## config.mk

```make
export PLATFORM = sky130hd
export DESIGN_NAME = motor_cmd_ctrl
export DESIGN_NICKNAME = d
export VERILOG_FILES = /design/src/rtl/motor_cmd_ctrl_pkg.sv /design/src/rtl/motor_cmd_ctrl_btn_sync.sv /design/src/rtl/motor_cmd_ctrl.sv
export SDC_FILE = /design/constraint.sdc
export NUM_CORES = 1
export LEC_CHECK = 0
export ABC_AREA = 1
export CAP_MARGIN = 20
export CORE_MARGIN = 2
export CORE_UTILIZATION = 50
export CTS_CLUSTER_DIAMETER = 200
export DETAILED_ROUTE_END_ITERATION = 6
export PLACE_DENSITY_LB_ADDON = 0.05
export SLEW_MARGIN = 20
export SYNTH_ARGS = -nofsm -noshare
export SYNTH_HDL_FRONTEND = slang
export SYNTH_HIERARCHICAL = 1
export SYNTH_SLANG_ARGS = --single-unit
```

## constraint.sdc

```tcl
create_clock -name clk -period 2.5 [get_ports clk]
set_clock_uncertainty 0.2 [all_clocks]
set_input_delay 0.25 -clock clk [delete_from_list [all_inputs] [get_ports clk]]
set_output_delay 0.25 -clock clk [all_outputs]
set_load 0.05 [all_outputs]
```

## src/rtl/motor_cmd_ctrl_pkg.sv

```systemverilog
// motor_cmd_ctrl_pkg: command and state encodings shared with the Motor block
// Exports CMD_* bus codes, ST_* state codes and cmd_of(), the state-to-command decode.
package motor_cmd_ctrl_pkg;
    localparam logic [1:0] CMD_STOP = 2'b00;
    localparam logic [1:0] CMD_UP   = 2'b01;
    localparam logic [1:0] CMD_DOWN = 2'b10;
    localparam logic [2:0] ST_IDLE  = 3'd0;
    localparam logic [2:0] ST_UP    = 3'd1;
    localparam logic [2:0] ST_DOWN  = 3'd2;
    localparam logic [2:0] ST_DWELL = 3'd3;
    localparam logic [2:0] ST_FAULT = 3'd4;
    function automatic logic [1:0] cmd_of(input logic [2:0] st);
        return st == ST_UP ? CMD_UP : st == ST_DOWN ? CMD_DOWN : CMD_STOP;
    endfunction
endpackage

```

## src/rtl/motor_cmd_ctrl_btn_sync.sv

```systemverilog
// motor_cmd_ctrl_btn_sync: 2-FF synchroniser plus rising-edge detect for one raw button
// Ports: clk, reset (async active-low), btn_in (raw, async), pulse_out (1-cycle pulse per press)
module motor_cmd_ctrl_btn_sync (
    input  logic clk,
    input  logic reset,
    input  logic btn_in,
    output logic pulse_out
);
    logic [2:0] sync_q;
    always_ff @(posedge clk or negedge reset) begin
        if (!reset) sync_q <= '0;
        else        sync_q <= {sync_q[1:0], btn_in};
    end
    // sync_q[1] is the synchronised level, sync_q[2] its previous value
    assign pulse_out = sync_q[1] & ~sync_q[2];
endmodule

```

## src/rtl/motor_cmd_ctrl.sv

```systemverilog
// motor_cmd_ctrl: turns up/down/stop buttons into the Motor cmd bus with limits, reversal dwell and fault latch
// Ports: clk, reset (async active-low), btn_up/btn_down/btn_stop (raw), tope_a_s/tope_b_s (top/bottom limit),
//        cmd (00 stop, 01 up, 10 down), state_o (FSM state), fault (high in FAULT)
module motor_cmd_ctrl import motor_cmd_ctrl_pkg::*; #(
    parameter int MAX_TRAVEL  = 500_000_000,
    parameter int DEAD_CYCLES = 5_000_000
) (
    input  logic       clk,
    input  logic       reset,
    input  logic       btn_up,
    input  logic       btn_down,
    input  logic       btn_stop,
    input  logic       tope_a_s,
    input  logic       tope_b_s,
    output logic [1:0] cmd,
    output logic [2:0] state_o,
    output logic       fault
);
    localparam int TW = $clog2(MAX_TRAVEL + 1);
    localparam int DW = $clog2(DEAD_CYCLES + 1);
    logic          up_p, dn_p, st_p;
    logic          stop_req, up_req, dn_req, travel_done, dwell_done;
    logic [2:0]    state_q, state_d;
    logic [1:0]    pending_q, pending_d, cmd_q;
    logic [TW-1:0] travel_q, travel_d;
    logic [DW-1:0] dwell_q, dwell_d;
    motor_cmd_ctrl_btn_sync u_sync_up   (.clk(clk), .reset(reset), .btn_in(btn_up),   .pulse_out(up_p));
    motor_cmd_ctrl_btn_sync u_sync_down (.clk(clk), .reset(reset), .btn_in(btn_down), .pulse_out(dn_p));
    motor_cmd_ctrl_btn_sync u_sync_stop (.clk(clk), .reset(reset), .btn_in(btn_stop), .pulse_out(st_p));
    // simultaneous up and down is an ambiguous request, so it acts as stop
    assign stop_req    = st_p | (up_p & dn_p);
    assign up_req      = up_p & ~dn_p;
    assign dn_req      = dn_p & ~up_p;
    assign travel_done = travel_q == TW'(MAX_TRAVEL - 1);
    assign dwell_done  = dwell_q == DW'(DEAD_CYCLES - 1);
    always_comb begin
        state_d   = state_q;
        pending_d = pending_q;
        if (tope_a_s && tope_b_s) state_d = ST_FAULT;
        else if (stop_req) begin
            state_d   = ST_IDLE;
            pending_d = CMD_STOP;
        end else begin
            case (state_q)
                ST_IDLE: state_d = (up_req && !tope_a_s) ? ST_UP : (dn_req && !tope_b_s) ? ST_DOWN : ST_IDLE;
                ST_UP: begin
                    if (tope_a_s) state_d = ST_IDLE;
                    else if (travel_done) state_d = ST_FAULT;
                    else if (dn_req) begin
                        state_d   = ST_DWELL;
                        pending_d = CMD_DOWN;
                    end
                end
                ST_DOWN: begin
                    if (tope_b_s) state_d = ST_IDLE;
                    else if (travel_done) state_d = ST_FAULT;
                    else if (up_req) begin
                        state_d   = ST_DWELL;
                        pending_d = CMD_UP;
                    end
                end
                ST_DWELL: begin
                    // dwell expiry outranks a request arriving on the same cycle
                    if (dwell_done) begin
                        state_d   = pending_q == CMD_UP ? (tope_a_s ? ST_IDLE : ST_UP)
                                                        : (tope_b_s ? ST_IDLE : ST_DOWN);
                        pending_d = CMD_STOP;
                    end else if (up_req) pending_d = CMD_UP;
                    else if (dn_req) pending_d = CMD_DOWN;
                end
                default: ;
            endcase
        end
    end
    // both counters restart on any state change, so each entry into UP/DOWN/DWELL starts at zero
    assign travel_d = state_d != state_q ? '0 : travel_q == TW'(MAX_TRAVEL) ? travel_q : travel_q + TW'(1);
    assign dwell_d  = state_d != state_q ? '0 : dwell_q == DW'(DEAD_CYCLES) ? dwell_q : dwell_q + DW'(1);
    always_ff @(posedge clk or negedge reset) begin
        if (!reset) begin
            state_q   <= ST_IDLE;
            pending_q <= CMD_STOP;
            travel_q  <= '0;
            dwell_q   <= '0;
            cmd_q     <= CMD_STOP;
        end else begin
            state_q   <= state_d;
            pending_q <= pending_d;
            travel_q  <= travel_d;
            dwell_q   <= dwell_d;
            cmd_q     <= cmd_of(state_d);
        end
    end
    assign cmd     = cmd_q;
    assign state_o = state_q;
    assign fault   = state_q == ST_FAULT;
endmodule

```

### After elaboration in Yosys (flattened, before gate mapping)

Cells that the tools add are included.

| storage, ports and cells | value |
|---|---|
| output and inout bits | 6 |
| bits of input ports | 7 |
| register bits after elaboration | 68 |

| cells by class | value |
|---|---|
| reduce and logical (&&, ||, !) cells | 8 |
| eq/ne operators | 19 |
| muxes and demuxes | 31 |
| add/subtract/negate cells | 2 |
| bitwise gates (word level) | 13 |

Operators with widths:

| cell | number |
|---|---|
| equality test 29 bit, second input constant | 2 |
| two-way mux 29 bit | 2 |
| equality test 23 bit, second input constant | 2 |
| two-way mux 23 bit | 2 |
| two-way mux 2 bit | 15 |
| adder 29 x 1 -> 29 bit, second input constant | 1 |
| two-way mux 3 bit | 9 |
| adder 23 x 1 -> 23 bit, second input constant | 1 |
| != test 3 bit, second input constant | 5 |
| case mux 3 bit (4 select lines) | 1 |
| equality test 3 x 2 -> 1 bit, second input constant | 3 |
| AND reduction 7 bit | 1 |
| AND 1 bit | 6 |
| equality test 3 x 1 -> 1 bit, second input constant | 2 |
| inverter 1 bit | 6 |
| case mux 2 bit (3 select lines) | 1 |
| != test 2 bit, second input constant | 2 |
| nonzero test 4 bit | 1 |
| equality test 3 bit, second input constant | 1 |
| logical AND 1 bit | 3 |
| zero test 3 bit | 1 |
| != test 3 bit | 1 |
| equality test 2 x 1 -> 1 bit, second input constant | 1 |
| zero test 1 bit | 2 |
| 2 further kinds | 2 |

### Longest topological paths before layout

| logic depth | value |
|---|---|
| depth after elaboration | 13 |
| gate-level depth with buffers | 15 |
| gate-level depth less buffers | 14 |

### Modules after synthesis

Netlist, hierarchy kept.

Modules (own cells, without submodules):

| module | area an instance (um^2) | cells an instance | times used |
|---|---|---|---|
| motor_cmd_ctrl | 3,582.2 | 460 | 1 |
| motor_cmd_ctrl_btn_sync | 85.1 | 5 | 3 |

### Worst setup path after synthesis

OpenSTA, ideal clock, no wires.

| timing path | value |
|---|---|
| kind | register -> output |
| start | register state_q[2], in the netlist state_o[2] |
| end | output fault |
| buffers on the path | 1 |
| data arrival time | 2.028 ns |
| required time | 2.050 ns |
| path slack | 0.022 ns |
| stages on the path, launching flop included | 4 |
| cells stage by stage | dfrtp_1 buf_2 inv_1 nor3_1 |

| on the way | value |
|---|---|
| cells in the longest elaborated chain, start to end | 1 |

RTL lines:

| element | RTL line | RTL |
|---|---|---|
| from (decl) | motor_cmd_ctrl.sv:23 | `logic [2:0] state_q, state_d;` |
| from (signal assigned) | motor_cmd_ctrl.sv:86 | `state_q <= state_d;` |
| equality test 3 bit | motor_cmd_ctrl.sv:95 | `assign fault = state_q == ST_FAULT;` |
| to (decl) | motor_cmd_ctrl.sv:17 | `output logic fault` |

Every way passes these cells.

### Worst setup path after layout

| timing path | value |
|---|---|
| start | register travel_q[0] |
| end | register travel_q[0] |

| on the way | value |
|---|---|
| cells in the longest elaborated chain, start to end | 8 |

RTL lines:

| element | RTL line | RTL |
|---|---|---|
| from (decl) | motor_cmd_ctrl.sv:25 | `logic [TW-1:0] travel_q, travel_d;` |
| from (signal assigned) | motor_cmd_ctrl.sv:88 | `travel_q <= travel_d;` |
| equality test 29 bit | motor_cmd_ctrl.sv:34 | `assign travel_done = travel_q == TW'(MAX_TRAVEL - 1);` |
| two-way mux 3 bit, on equally long branches | motor_cmd_ctrl.sv:56, motor_cmd_ctrl.sv:48 |  |
| two-way mux 3 bit, on equally long branches | motor_cmd_ctrl.sv:55, motor_cmd_ctrl.sv:47 |  |
| case mux 3 bit (4 select lines) | motor_cmd_ctrl.sv:44 | `case (state_q)` |
| two-way mux 3 bit | motor_cmd_ctrl.sv:40 | `else if (stop_req) begin` |
| two-way mux 3 bit | motor_cmd_ctrl.sv:39 | `if (tope_a_s && tope_b_s) state_d = ST_FAULT;` |
| != test 3 bit | motor_cmd_ctrl.sv:76 | `assign travel_d = state_d != state_q ? '0 : travel_q == TW'(MAX_TRAVEL) ? travel_q : travel_q + TW'(1);` |
| != test 2 bit (no source line) / two-way mux 29 bit (equally long branches) | - |  |

Several ways; a longest one is shown, not always the timed one. The select of a mux whose other input is x is not followed.
A chain may end at the register's enable or synchronous reset.

==> impl_metrics.json <==
{
  "antenna_cells": 0,
  "syn-num-nets": 486,
  "slew_headroom_pct": 53.5,
  "rsz0062_at_grt": "false",
  "setup_violations": 0,
  "clk_latency_ns": 0.34,
  "worst-path-max-fanout": 26,
  "grt_usage_pct": 19.5,
  "synthToLayoutAreaGrowth_pct": 13.0,
  "power.density_nw_per_um2": 588,
  "drt-total-wl_mm": 7.43,
  "critPathKind": "reg2reg",
  "postSynthCellCount": 475,
  "final_common_cell": "nand2_1",
  "ctsHtreeMaxLevel": 3,
  "port_buffers": 12,
  "met1_usage_pct": 25.3,
  "synth_cell_types": 36,
  "ir_drop_uv": 376,
  "nFillCells": 672,
  "ys_async_sr_fraction_pct": 100,
  "die_w_microns": 91.6,
  "top_usage_layer": "met2",
  "die_area_sq_um": 8390,
  "ys_ff_latch": 68,
  "antenna_found_initial": 0,
  "required_ns": 2.57,
  "pre_cts_ws_ns": 0.172,
  "overflow": 0,
  "cp_slowest_cell": "dfrtp_1",
  "drc": 0,
  "path_delay_family": "simple AND/OR/NAND/NOR gates",
  "min_path_type": "in2reg",
  "initial_core_util_pct": 52.3,
  "p_leak_nw": 1.81,
  "dp_hpwl_mm": 5.48,
  "met2_usage_pct": 31.5,
  "drtAntennaViolNets": 0,
  "worstMarginPinSlew_ns": 0.697,
  "die_y_microns": 91.6,
  "vias": 3035,
  "ios": 13,
  "cp_cell_sequence": "ha_1 -> nand2_1 -> nor2_4 -> nand2_2 -> nor2_1 -> nand2_2 -> nand2_1 -> nand2_1 -> o21bai_2 -> nand2_1 -> nand2_1 -> nand3_4 -> buf_12 -> nor2_1",
  "cp_common_cell": "nand2_1",
  "cts_sinks": 68,
  "wire_per_inst_microns": 12.3,
  "worstSetupEndpointType": "flop",
  "syn-cell-area_sq_um": 3840,
  "fmax_mhz": 436,
  "hold_viol_final": 0,
  "fin_ws_ns": 0.206,
  "met3_usage_pct": 3.49,
  "drtIter0Drc": 79,
  "cts_root_buf": "clkbuf_8",
  "layout_common_cells": "nand2_1, dfrtp_1, inv_1, nor2_1, nor2_2",
  "fin_tns_setup_ns": 0,
  "rows": 31,
  "slew_violations": 0,
  "fin_crit_ns": 2.29,
  "nNetsFinal": 513,
  "drv_cap": 0,
  "synthFlopType": "dfrtp_1",
  "clock_path_buffers": 2,
  "grt_pass1_vias": 2972,
  "fin_crit_sh_pct": 91.8,
  "status": "complete, no violations",
  "start_kind": "flop",
  "avgSynthCellArea_sq_um": 8.08,
  "arrival_ns": 2.37,
  "cp_num_buf_inv": 1,
  "drive_above_1_share_pct": 16.6,
  "drt_first_pass_iters": 4,
  "cts_tree": "done",
  "critPathMaxStageDelay_ns": 0.37,
  "yosys_warnings": 6,
  "cts_buffers": 9,
  "synth_edf_count": 0,
  "viasPerCell": 5.01,
  "core_sq_um": 7330,
  "grt_max_degree": 33,
  "clk_pin_slew_ns": 0.07,
  "place_congestion": 0.913,
  "grt_pass1_wl_mm": 13.1,
  "ys_seq_area_share_pct": 44.3
}
-- path summary, 6_finish.rpt --
| path | from | endpoint | slack (ns) | cells past startpoint |
|---|---|---|---|---|
| worst min-delay path | btn_up | u_sync_up/sync_q[0]$_DFF_PN0_ | 0.15 | 1 |
| max in group asynchronous | reset | travel_q[13]$_DFFE_PN0P_ | 1.05 | 3 |
| worst min register to register | u_sync_up/sync_q[0]$_DFF_PN0_ | u_sync_up/sync_q[1]$_DFF_PN0_ | 0.15 | 0 |
| worst max register to register | travel_q[0]$_DFFE_PN0P_ | travel_q[0]$_DFFE_PN0P_ | 0.21 | 14 |
| worst max-delay path | travel_q[0]$_DFFE_PN0P_ | travel_q[0]$_DFFE_PN0P_ | 0.21 | 14 |
| min in group asynchronous | reset | dwell_q[15]$_DFFE_PN0P_ | 0.29 | 2 |
-- where the power goes --
group          total, mW  switching [mW]  internal [mW]
combinational      0.392           0.264          0.128
clock              0.991           0.429          0.562
sequential          1.17          0.0307           1.14
total               2.55           0.724           1.83
-- metrics by stage --
stage	utilization (%)	power (mW)	hold slack (ns)	cells	instance area, sq um
2_1_floorplan	-	1.48	-0.246	475	3840
3_3_place_gp	55.9	1.58	0.131	588	4100
3_5_place_dp	55.9	1.58	0.136	588	4100
4_1_cts	59.0	2.58	0.133	605	4330
5_1_grt	59.1	2.68	0.138	606	4340
6_report	59.1	2.55	0.145	606	4340
-- state kept, by name, summed over array words and instances (netlist names) --
signal and cells:
pending_q 2, travel_q 29, u_sync_stop/sync_q 3, cmd 2, dwell_q 23, state_o 3
u_sync_down/sync_q 3, u_sync_up/sync_q 3
-- metal layers --
metal	part of all wire [%]	wire length, microns
met1	47	3520
met2	48	3540
met5	0	0
met3	2.7	203
met4	2.2	163
-- cells by family (layout without fill, tap and decap cells) --
| logic type | count (synthesis) | count (layout) | share of synthesized area, % |
|---|---|---|---|
| xor+xnor | 37 | 37 | 8.44 |
| flops | 68 | 68 | 44.3 |
| compound gates | 29 | 29 | 4.57 |
| fa+ha+maj | 4 | 4 | 1.30 |
| simple gates | 268 | 268 | 33.5 |
| buf+inv | 69 | 101 | 7.86 |
-- synthesized netlist by cell type, types with 3 or more instances --
| master | n | area, sq um |
|---|---|---|
| buf_6 | 5 | 56.3 |
| nor3_1 | 13 | 65.1 |
| nand2_1 | 91 | 342 |
| nor2_2 | 45 | 282 |
| inv_2 | 3 | 11.3 |
| nand4_1 | 18 | 113 |
| o22ai_1 | 3 | 18.8 |
| nor3_2 | 3 | 30.0 |
| xor2_1 | 33 | 289 |
| nand3_1 | 24 | 120 |
| a21oi_1 | 4 | 20.0 |
| dfrtp_1 | 68 | 1700 |
| xnor2_1 | 4 | 35.0 |
| nor2_1 | 59 | 221 |
| o21ai_0 | 12 | 60.1 |
| inv_1 | 59 | 221 |
| nor4_1 | 7 | 43.8 |
| ha_1 | 4 | 50.1 |
-- area by class of cell --
class / count / area, sq um / share of cell area, %
multi-input cells: 338 / 1840 / 42.4
well taps: 99 / 124 / 2.86
inverters: 62 / 233 / 5.37
flip-flops and latches: 68 / 1700 / 39.2
repair buffers: 23 / 224 / 5.17
clock buffers: 10 / 128 / 2.94
clock inverters: 6 / 88.8 / 2.05
-- timing repair --
action,4_1_cts,5_1_grt
hold buffers,1,0
cloned,0,0
endpoints found under the setup margin,1,21
gates resized for setup,1,1
setup buffers,0,1
endpoints found under the hold margin,30,0
Power figures use the tool's default switching activity.
